$ cat src/rtl/mouse_axis_emu.sv
// Mouse-to-analog-axis emulator: integrates PS/2 relative motion into saturating
// signed X/Y axes and muxes them (plus mouse buttons) over the native joystick.
module mouse_axis_emu #(
   parameter int unsigned AXIS_W      = 8,
   parameter int unsigned DELTA_SHIFT = 1,
   parameter int unsigned STEP_MAX    = 10,
   parameter int unsigned CENTER_DIV  = 65536,
   parameter int unsigned IDLE_CYCLES = 0
) (
   input  logic              clk_sys_i,
   input  logic              reset_i,
   input  logic [24:0]       ps2_mouse_i,
   input  logic [15:0]       joya_i,
   input  logic [1:0]        joy_btn_i,
   input  logic              release_i,
   input  logic [1:0]        mode_i,
   output logic              emu_active_o,
   output logic [AXIS_W-1:0] axis_x_o,
   output logic [AXIS_W-1:0] axis_y_o,
   output logic [1:0]        btn_out_o
);

   localparam int unsigned SUM_W  = AXIS_W + 1;
   localparam int unsigned PRE_W  = $clog2(CENTER_DIV);
   localparam int unsigned IDLE_W = (IDLE_CYCLES > 1) ? $clog2(IDLE_CYCLES) : 1;

   localparam logic signed [SUM_W-1:0] STEP_P    = SUM_W'(STEP_MAX);
   localparam logic signed [SUM_W-1:0] STEP_N    = -STEP_P;
   localparam logic signed [SUM_W-1:0] ACC_MAX   = SUM_W'((1 << (AXIS_W - 1)) - 1);
   localparam logic signed [SUM_W-1:0] ACC_MIN   = ~ACC_MAX;
   localparam logic [PRE_W-1:0]        PRE_LAST  = PRE_W'(CENTER_DIV - 1);
   localparam logic [IDLE_W-1:0]       IDLE_LAST = IDLE_W'(IDLE_CYCLES - 1);

   logic                     old_stb_q, old_stb_d;
   logic                     active_q, active_d;
   logic signed [AXIS_W-1:0] acc_x_q, acc_x_d;
   logic signed [AXIS_W-1:0] acc_y_q, acc_y_d;
   logic [PRE_W-1:0]         presc_q, presc_d;
   logic [IDLE_W-1:0]        idle_q, idle_d;

   logic                     pkt, rel, tick, idle_hit;
   logic signed [SUM_W-1:0]  dx, dy;
   logic [AXIS_W+7:0]        pass_x, pass_y;
   logic                     unused_bits;

   // Sign-extend the 9-bit raw delta, scale it down, clamp to the step limit.
   function automatic logic signed [SUM_W-1:0] scale_delta(input logic sgn, input logic [7:0] mag);
      logic signed [SUM_W-1:0] d;
      d = SUM_W'($signed({sgn, mag}));
      d = d >>> DELTA_SHIFT;
      if (d > STEP_P)      d = STEP_P;
      else if (d < STEP_N) d = STEP_N;
      return d;
   endfunction

   function automatic logic signed [AXIS_W-1:0] sat_add(input logic signed [AXIS_W-1:0] acc,
                                                        input logic signed [SUM_W-1:0]  d);
      logic signed [SUM_W-1:0] s;
      s = SUM_W'(acc) + d;
      if (s > ACC_MAX)      s = ACC_MAX;
      else if (s < ACC_MIN) s = ACC_MIN;
      return AXIS_W'(s);
   endfunction

   function automatic logic signed [AXIS_W-1:0] decay(input logic signed [AXIS_W-1:0] a);
      if (a == '0) return a;
      return a[AXIS_W-1] ? a + AXIS_W'(1) : a - AXIS_W'(1);
   endfunction

   // Release beats packet, packet beats idle timeout, timeout beats auto-centre.
   always_comb begin
      old_stb_d = ps2_mouse_i[24];
      active_d  = active_q;
      acc_x_d   = acc_x_q;
      acc_y_d   = acc_y_q;
      idle_d    = idle_q;
      pkt       = ps2_mouse_i[24] ^ old_stb_q;
      rel       = (joya_i != 16'd0) | release_i;
      tick      = (presc_q == PRE_LAST);
      idle_hit  = (IDLE_CYCLES != 0) && (idle_q == IDLE_LAST);
      presc_d   = tick ? '0 : presc_q + PRE_W'(1);
      dx        = scale_delta(ps2_mouse_i[4], ps2_mouse_i[15:8]);
      dy        = scale_delta(ps2_mouse_i[5], ps2_mouse_i[23:16]);
      if (mode_i[1]) dy = -dy;

      if (rel) begin
         active_d = 1'b0;
         acc_x_d  = '0;
         acc_y_d  = '0;
         idle_d   = '0;
      end else if (pkt) begin
         active_d = 1'b1;
         acc_x_d  = sat_add(acc_x_q, dx);
         acc_y_d  = sat_add(acc_y_q, dy);
         idle_d   = '0;
      end else if (active_q) begin
         if (idle_hit) begin
            active_d = 1'b0;
            acc_x_d  = '0;
            acc_y_d  = '0;
            idle_d   = '0;
         end else begin
            if (IDLE_CYCLES != 0) idle_d = idle_q + IDLE_W'(1);
            if (tick && mode_i[0]) begin
               acc_x_d = decay(acc_x_q);
               acc_y_d = decay(acc_y_q);
            end
         end
      end
   end

   always_ff @(posedge clk_sys_i or posedge reset_i) begin
      if (reset_i) begin
         old_stb_q <= 1'b0;
         active_q  <= 1'b0;
         acc_x_q   <= '0;
         acc_y_q   <= '0;
         presc_q   <= '0;
         idle_q    <= '0;
      end else begin
         old_stb_q <= old_stb_d;
         active_q  <= active_d;
         acc_x_q   <= acc_x_d;
         acc_y_q   <= acc_y_d;
         presc_q   <= presc_d;
         idle_q    <= idle_d;
      end
   end

   // Native joystick bytes are left-aligned into the wider axis.
   assign pass_x      = {joya_i[7:0], AXIS_W'(0)};
   assign pass_y      = {joya_i[15:8], AXIS_W'(0)};
   assign emu_active_o = active_q;
   assign axis_x_o    = active_q ? acc_x_q : pass_x[AXIS_W+7 -: AXIS_W];
   assign axis_y_o    = active_q ? acc_y_q : pass_y[AXIS_W+7 -: AXIS_W];
   assign btn_out_o   = active_q ? ps2_mouse_i[1:0] : joy_btn_i;
   assign unused_bits = ^{ps2_mouse_i[7:6], ps2_mouse_i[3:2]};

endmodule

$ cat config.mk
export PLATFORM = sky130hd
export DESIGN_NAME = mouse_axis_emu
export DESIGN_NICKNAME = d
export VERILOG_FILES = /design/src/rtl/mouse_axis_emu.sv
export SDC_FILE = /design/constraint.sdc
export NUM_CORES = 1
export LEC_CHECK = 0
export CAP_MARGIN = 15
export CORE_ASPECT_RATIO = 2
export CORE_MARGIN = 2
export CORE_UTILIZATION = 50
export DETAILED_ROUTE_END_ITERATION = 10
export MAX_ROUTING_LAYER = met4
export PLACE_DENSITY = 0.8
export SETUP_SLACK_MARGIN = 0.15
export SLEW_MARGIN = 20
export SYNTH_ARGS = -nofsm -noshare
export SYNTH_HDL_FRONTEND = slang
export SYNTH_SLANG_ARGS = --single-unit
$ cat constraint.sdc
create_clock -name clk_sys_i -period 8.4 [get_ports clk_sys_i]
set_input_delay 0.84 -clock clk_sys_i [delete_from_list [all_inputs] [get_ports clk_sys_i]]
set_output_delay 0.84 -clock clk_sys_i [all_outputs]
set_load 0.01 [all_outputs]
==> impl_metrics.env <==
export IMPL_setup_violations=0
export IMPL_min_period_over_period=0.660
export IMPL_synth_top_cell_by_area="dfrtp_1"
export IMPL_maxSlewViolCount=0
export IMPL_wl_mm=8.98
export IMPL_syn_nets=530
export IMPL_synth_seq_area_share=0.232
export IMPL_synth_edf_count=0
export IMPL_regToRegSetupSlack_ns=5.19
export IMPL_layout_drive_gt1_share=0.0830
export IMPL_path_cells="clkdlybuf4s50_1 -> nand4_1 -> or2_2 -> ha_1 -> nor3_1 -> ha_1 -> inv_1 -> or3_1 -> a21oi_1 -> o21ai_0 -> a21oi_1 -> ha_1 -> o21ai_0 -> a21oi_1 -> o41ai_1 -> o31a_1 -> o21ai_2 -> a211o_1 -> a21oi_2"
export IMPL_critPathLaunchType="input port"
export IMPL_cts_hold_buf=0
export IMPL_syn_inst=443
export IMPL_cts_tree="done"
export IMPL_synth_xor_area_frac=0.0813
export IMPL_power_frac_clock=0.409
export IMPL_cts_buffers=5
export IMPL_worst_pin_slew_ns=0.975
export IMPL_crit_type="in2reg"
export IMPL_yosys_warnings=0
export IMPL_ys_top_cells_by_area="dfrtp_1, ha_1, mux2_2, o21ai_0, xor2_1"
export IMPL_crit_cells=19
export IMPL_ios=67
export IMPL_areaGrowthSynthToFinish_pct=23.5
export IMPL_powerDensity_nw_per_um2=101
export IMPL_cp_slowest_cell="clkdlybuf4s50_1"
export IMPL_seqPwrFrac=0.358
export IMPL_finalSetupTns_ns=0
export IMPL_p_sw_frac=0.271
export IMPL_drv_cap=0
export IMPL_synthFlopType="dfrtp_1"
export IMPL_vias=3526
export IMPL_slew_headroom=0.348
export IMPL_slowest_delay_ns=0.60
export IMPL_rr_startpoint="acc_x_q[0]"
export IMPL_drt_pre_antenna_iters=4
export IMPL_drt_iter0_markers=187
export IMPL_path_buf_inv=2
export IMPL_p_int_w=0.000334
export IMPL_r2r_end="acc_x_q[3]"
export IMPL_antenna_found_initial=0
export IMPL_grt_pass1_wl_mm=15.6
export IMPL_wl_per_cell_um=15.0
export IMPL_hold_depth=1
export IMPL_dpl_cell_area_um2=4380
export IMPL_hold_viol_final=0
export IMPL_switching_power_w=0.000124
export IMPL_cp_end_kind="flop"
export IMPL_worstPathRequired_ns=8.61
export IMPL_grt_pass1_vias=3391
export IMPL_synth_simple_area_share=0.208
export IMPL_combPwrFrac=0.233
export IMPL_track_usage=0.244
export IMPL_synth_top_area_frac=0.232
export IMPL_die_w_um=64.5
export IMPL_final_area_um2=4520
export IMPL_nNetsFinal=592
export IMPL_crit_fanout=13
export IMPL_ant_nets=0
export IMPL_status="completed"
export IMPL_irDropWorstVdd_v=0.0000782
export IMPL_finClkSkew_ns=0.00402
export IMPL_cts_sinks=34
export IMPL_vias_per_cell=5.90
export IMPL_ys_ff_latch=34
export IMPL_fp_dieArea_um2=8070
export IMPL_port_buffer_count=60
export IMPL_total_leakage_power_nw=1.95
export IMPL_overflow=0
export IMPL_synth_compound_area_frac=0.245
export IMPL_netlist_area_um2=3660
export IMPL_crit_arrival_ns=5.76
export IMPL_initial_core_util=0.512
export IMPL_diodes=0
export IMPL_cts_resized_gates=0
export IMPL_synth_top_family_by_area="compound AO/OA/AOI/OAI gates"
export IMPL_gp_congestion=0.891
export IMPL_clkTransAtPathRegs_ns=0.06
export IMPL_drcViolationCount=0
export IMPL_clockBufferDepth=2
export IMPL_placementRows=44
export IMPL_worstHoldStart="presc_q[4]"
export IMPL_synth_avg_cell_area_um2=8.27
export IMPL_htree_levels=2
export IMPL_hold_path_endpoint="presc_q[4]"
export IMPL_clockRootBuffer="clkbuf_16"
export IMPL_final_core_util=0.632
export IMPL_synthArstFlopShare=1.00
export IMPL_min_path_type="reg2reg"
export IMPL_die_h_um=125
export IMPL_insertion_delay_ns=0.28
export IMPL_dp_hpwl_mm=6.88
export IMPL_fmax_mhz=180
export IMPL_rsz0062_at_grt="no"
export IMPL_holdWs_ns=0.492
export IMPL_synth_cell_types=56
export IMPL_synthAdderAreaFrac=0.141
export IMPL_post_cts_buffers=0
export IMPL_reg2regPathDepth=9
export IMPL_cp_top_family="compound AO/OA/AOI/OAI gates"
export IMPL_grt_max_degree=35
export IMPL_period_needed_ns=5.55
export IMPL_core_um2=7160
export IMPL_synth_mux_area_frac=0.0611
metal layers:
layer,routed length [um],up-vias,global-route usage
met5,0,-,-
met4,129,0,0.0601
met3,413,11,0.0342
met2,4290,90,0.379
met1,4150,1655,0.335
li1,-,1770,-
metrics by stage:
| step | total power, W | setup WS (ns) | instances |
|---|---|---|---|
| detailed placement | 0.000274 | 2.62 | 590 |
| finish | 0.000459 | 2.85 | 598 |
| global placement | 0.000272 | 2.66 | 590 |
| floorplan | 0.000228 | 3.54 | 443 |
| CTS | 0.000460 | 2.89 | 598 |
| global route | 0.000481 | 2.50 | 598 |
power by group through the flow:
stage          Sequential [W]  Combinational [W]  Clock [W]
2_1_floorplan        0.000167          0.0000608          0
3_3_place_gp         0.000167           0.000105          0
3_5_place_dp         0.000167           0.000106          0
4_1_cts              0.000164           0.000107   0.000188
5_1_grt              0.000164           0.000119   0.000198
6_report             0.000164           0.000107   0.000187
worst reg2reg max path, delay by kind of cell, from the launching register on:
family	cells	cell delay [ns]
adders and majority gates	2	0.74
DFF	1	0.46
AOI/OAI and AO/OA	6	1.78
and+or+nand+nor	1	0.12
sequential cells by signal, summed over array words and instances, names as in the netlist:
signal and count:
presc_q 16, acc_x_q 8, acc_y_q 8, emu_active_o 1, old_stb_q 1
kinds of logic after synthesis:
group / count (synthesis)
xor gates and xnor gates: 34
DFF: 34
adders and majority gates: 39
and+or+nand+nor: 149
AOI/OAI and AO/OA: 136
muxes: 20
buffers and inverters: 31
final cells by class:
class	count	area, um^2
Tap cell	92	115
Inverter	22	82.6
Clock inverter	1	5.00
Clock buffer	7	143
Multi-Input combinational cell	378	2700
Timing Repair Buffer	64	631
Sequential cell	34	851
Fill cell	659	2630
cell usage in the layout, fill, tap and decap left out, drive strengths merged, types with 2 or more instances in the layout:
master	synthesis	layout
a211oi	6	6
a21o	8	8
a21oi	35	35
a31oi	6	6
a32o	4	4
and3	5	5
and4	5	5
buf	1	4
clkbuf	8	7
clkdlybuf4s50	0	60
dfrtp	34	34
fa	4	4
ha	35	35
inv	22	22
mux2	19	19
nand2	33	33
nand2b	3	3
nand3	12	12
nand4	6	6
nor2	40	40
nor2b	7	7
nor3	12	12
nor3b	3	3
nor4	5	5
o211a	3	3
o211ai	7	7
o21a	4	4
o21ai	36	36
o21bai	6	6
o22a	2	2
o311ai	2	2
o31a	2	2
o31ai	3	3
o41ai	4	4
or2	6	6
or3	8	8
xnor2	14	14
xor2	20	20
Yosys cell counts, types with 11 or more instances:
cell type	count
nor3_1	11
mux2_2	19
xnor2_1	14
a21oi_1	34
nand2_1	33
o21ai_0	35
nand3_1	12
dfrtp_1	34
ha_1	35
xor2_1	20
nor2_1	40
inv_1	22
worst max-delay path by stage:
| stage | start | end | slack, ns |
|---|---|---|---|
| 2_1_floorplan | ps2_mouse_i[21] | acc_y_q[6] | 3.54 |
| 3_3_place_gp | ps2_mouse_i[22] | acc_y_q[6] | 2.66 |
| 3_5_place_dp | ps2_mouse_i[22] | acc_y_q[6] | 2.62 |
| 4_1_cts | ps2_mouse_i[22] | acc_y_q[6] | 2.89 |
| 5_1_grt | ps2_mouse_i[22] | acc_y_q[0] | 2.50 |
| 6_report | ps2_mouse_i[22] | acc_y_q[6] | 2.85 |
Power figures use the tool's default switching activity.
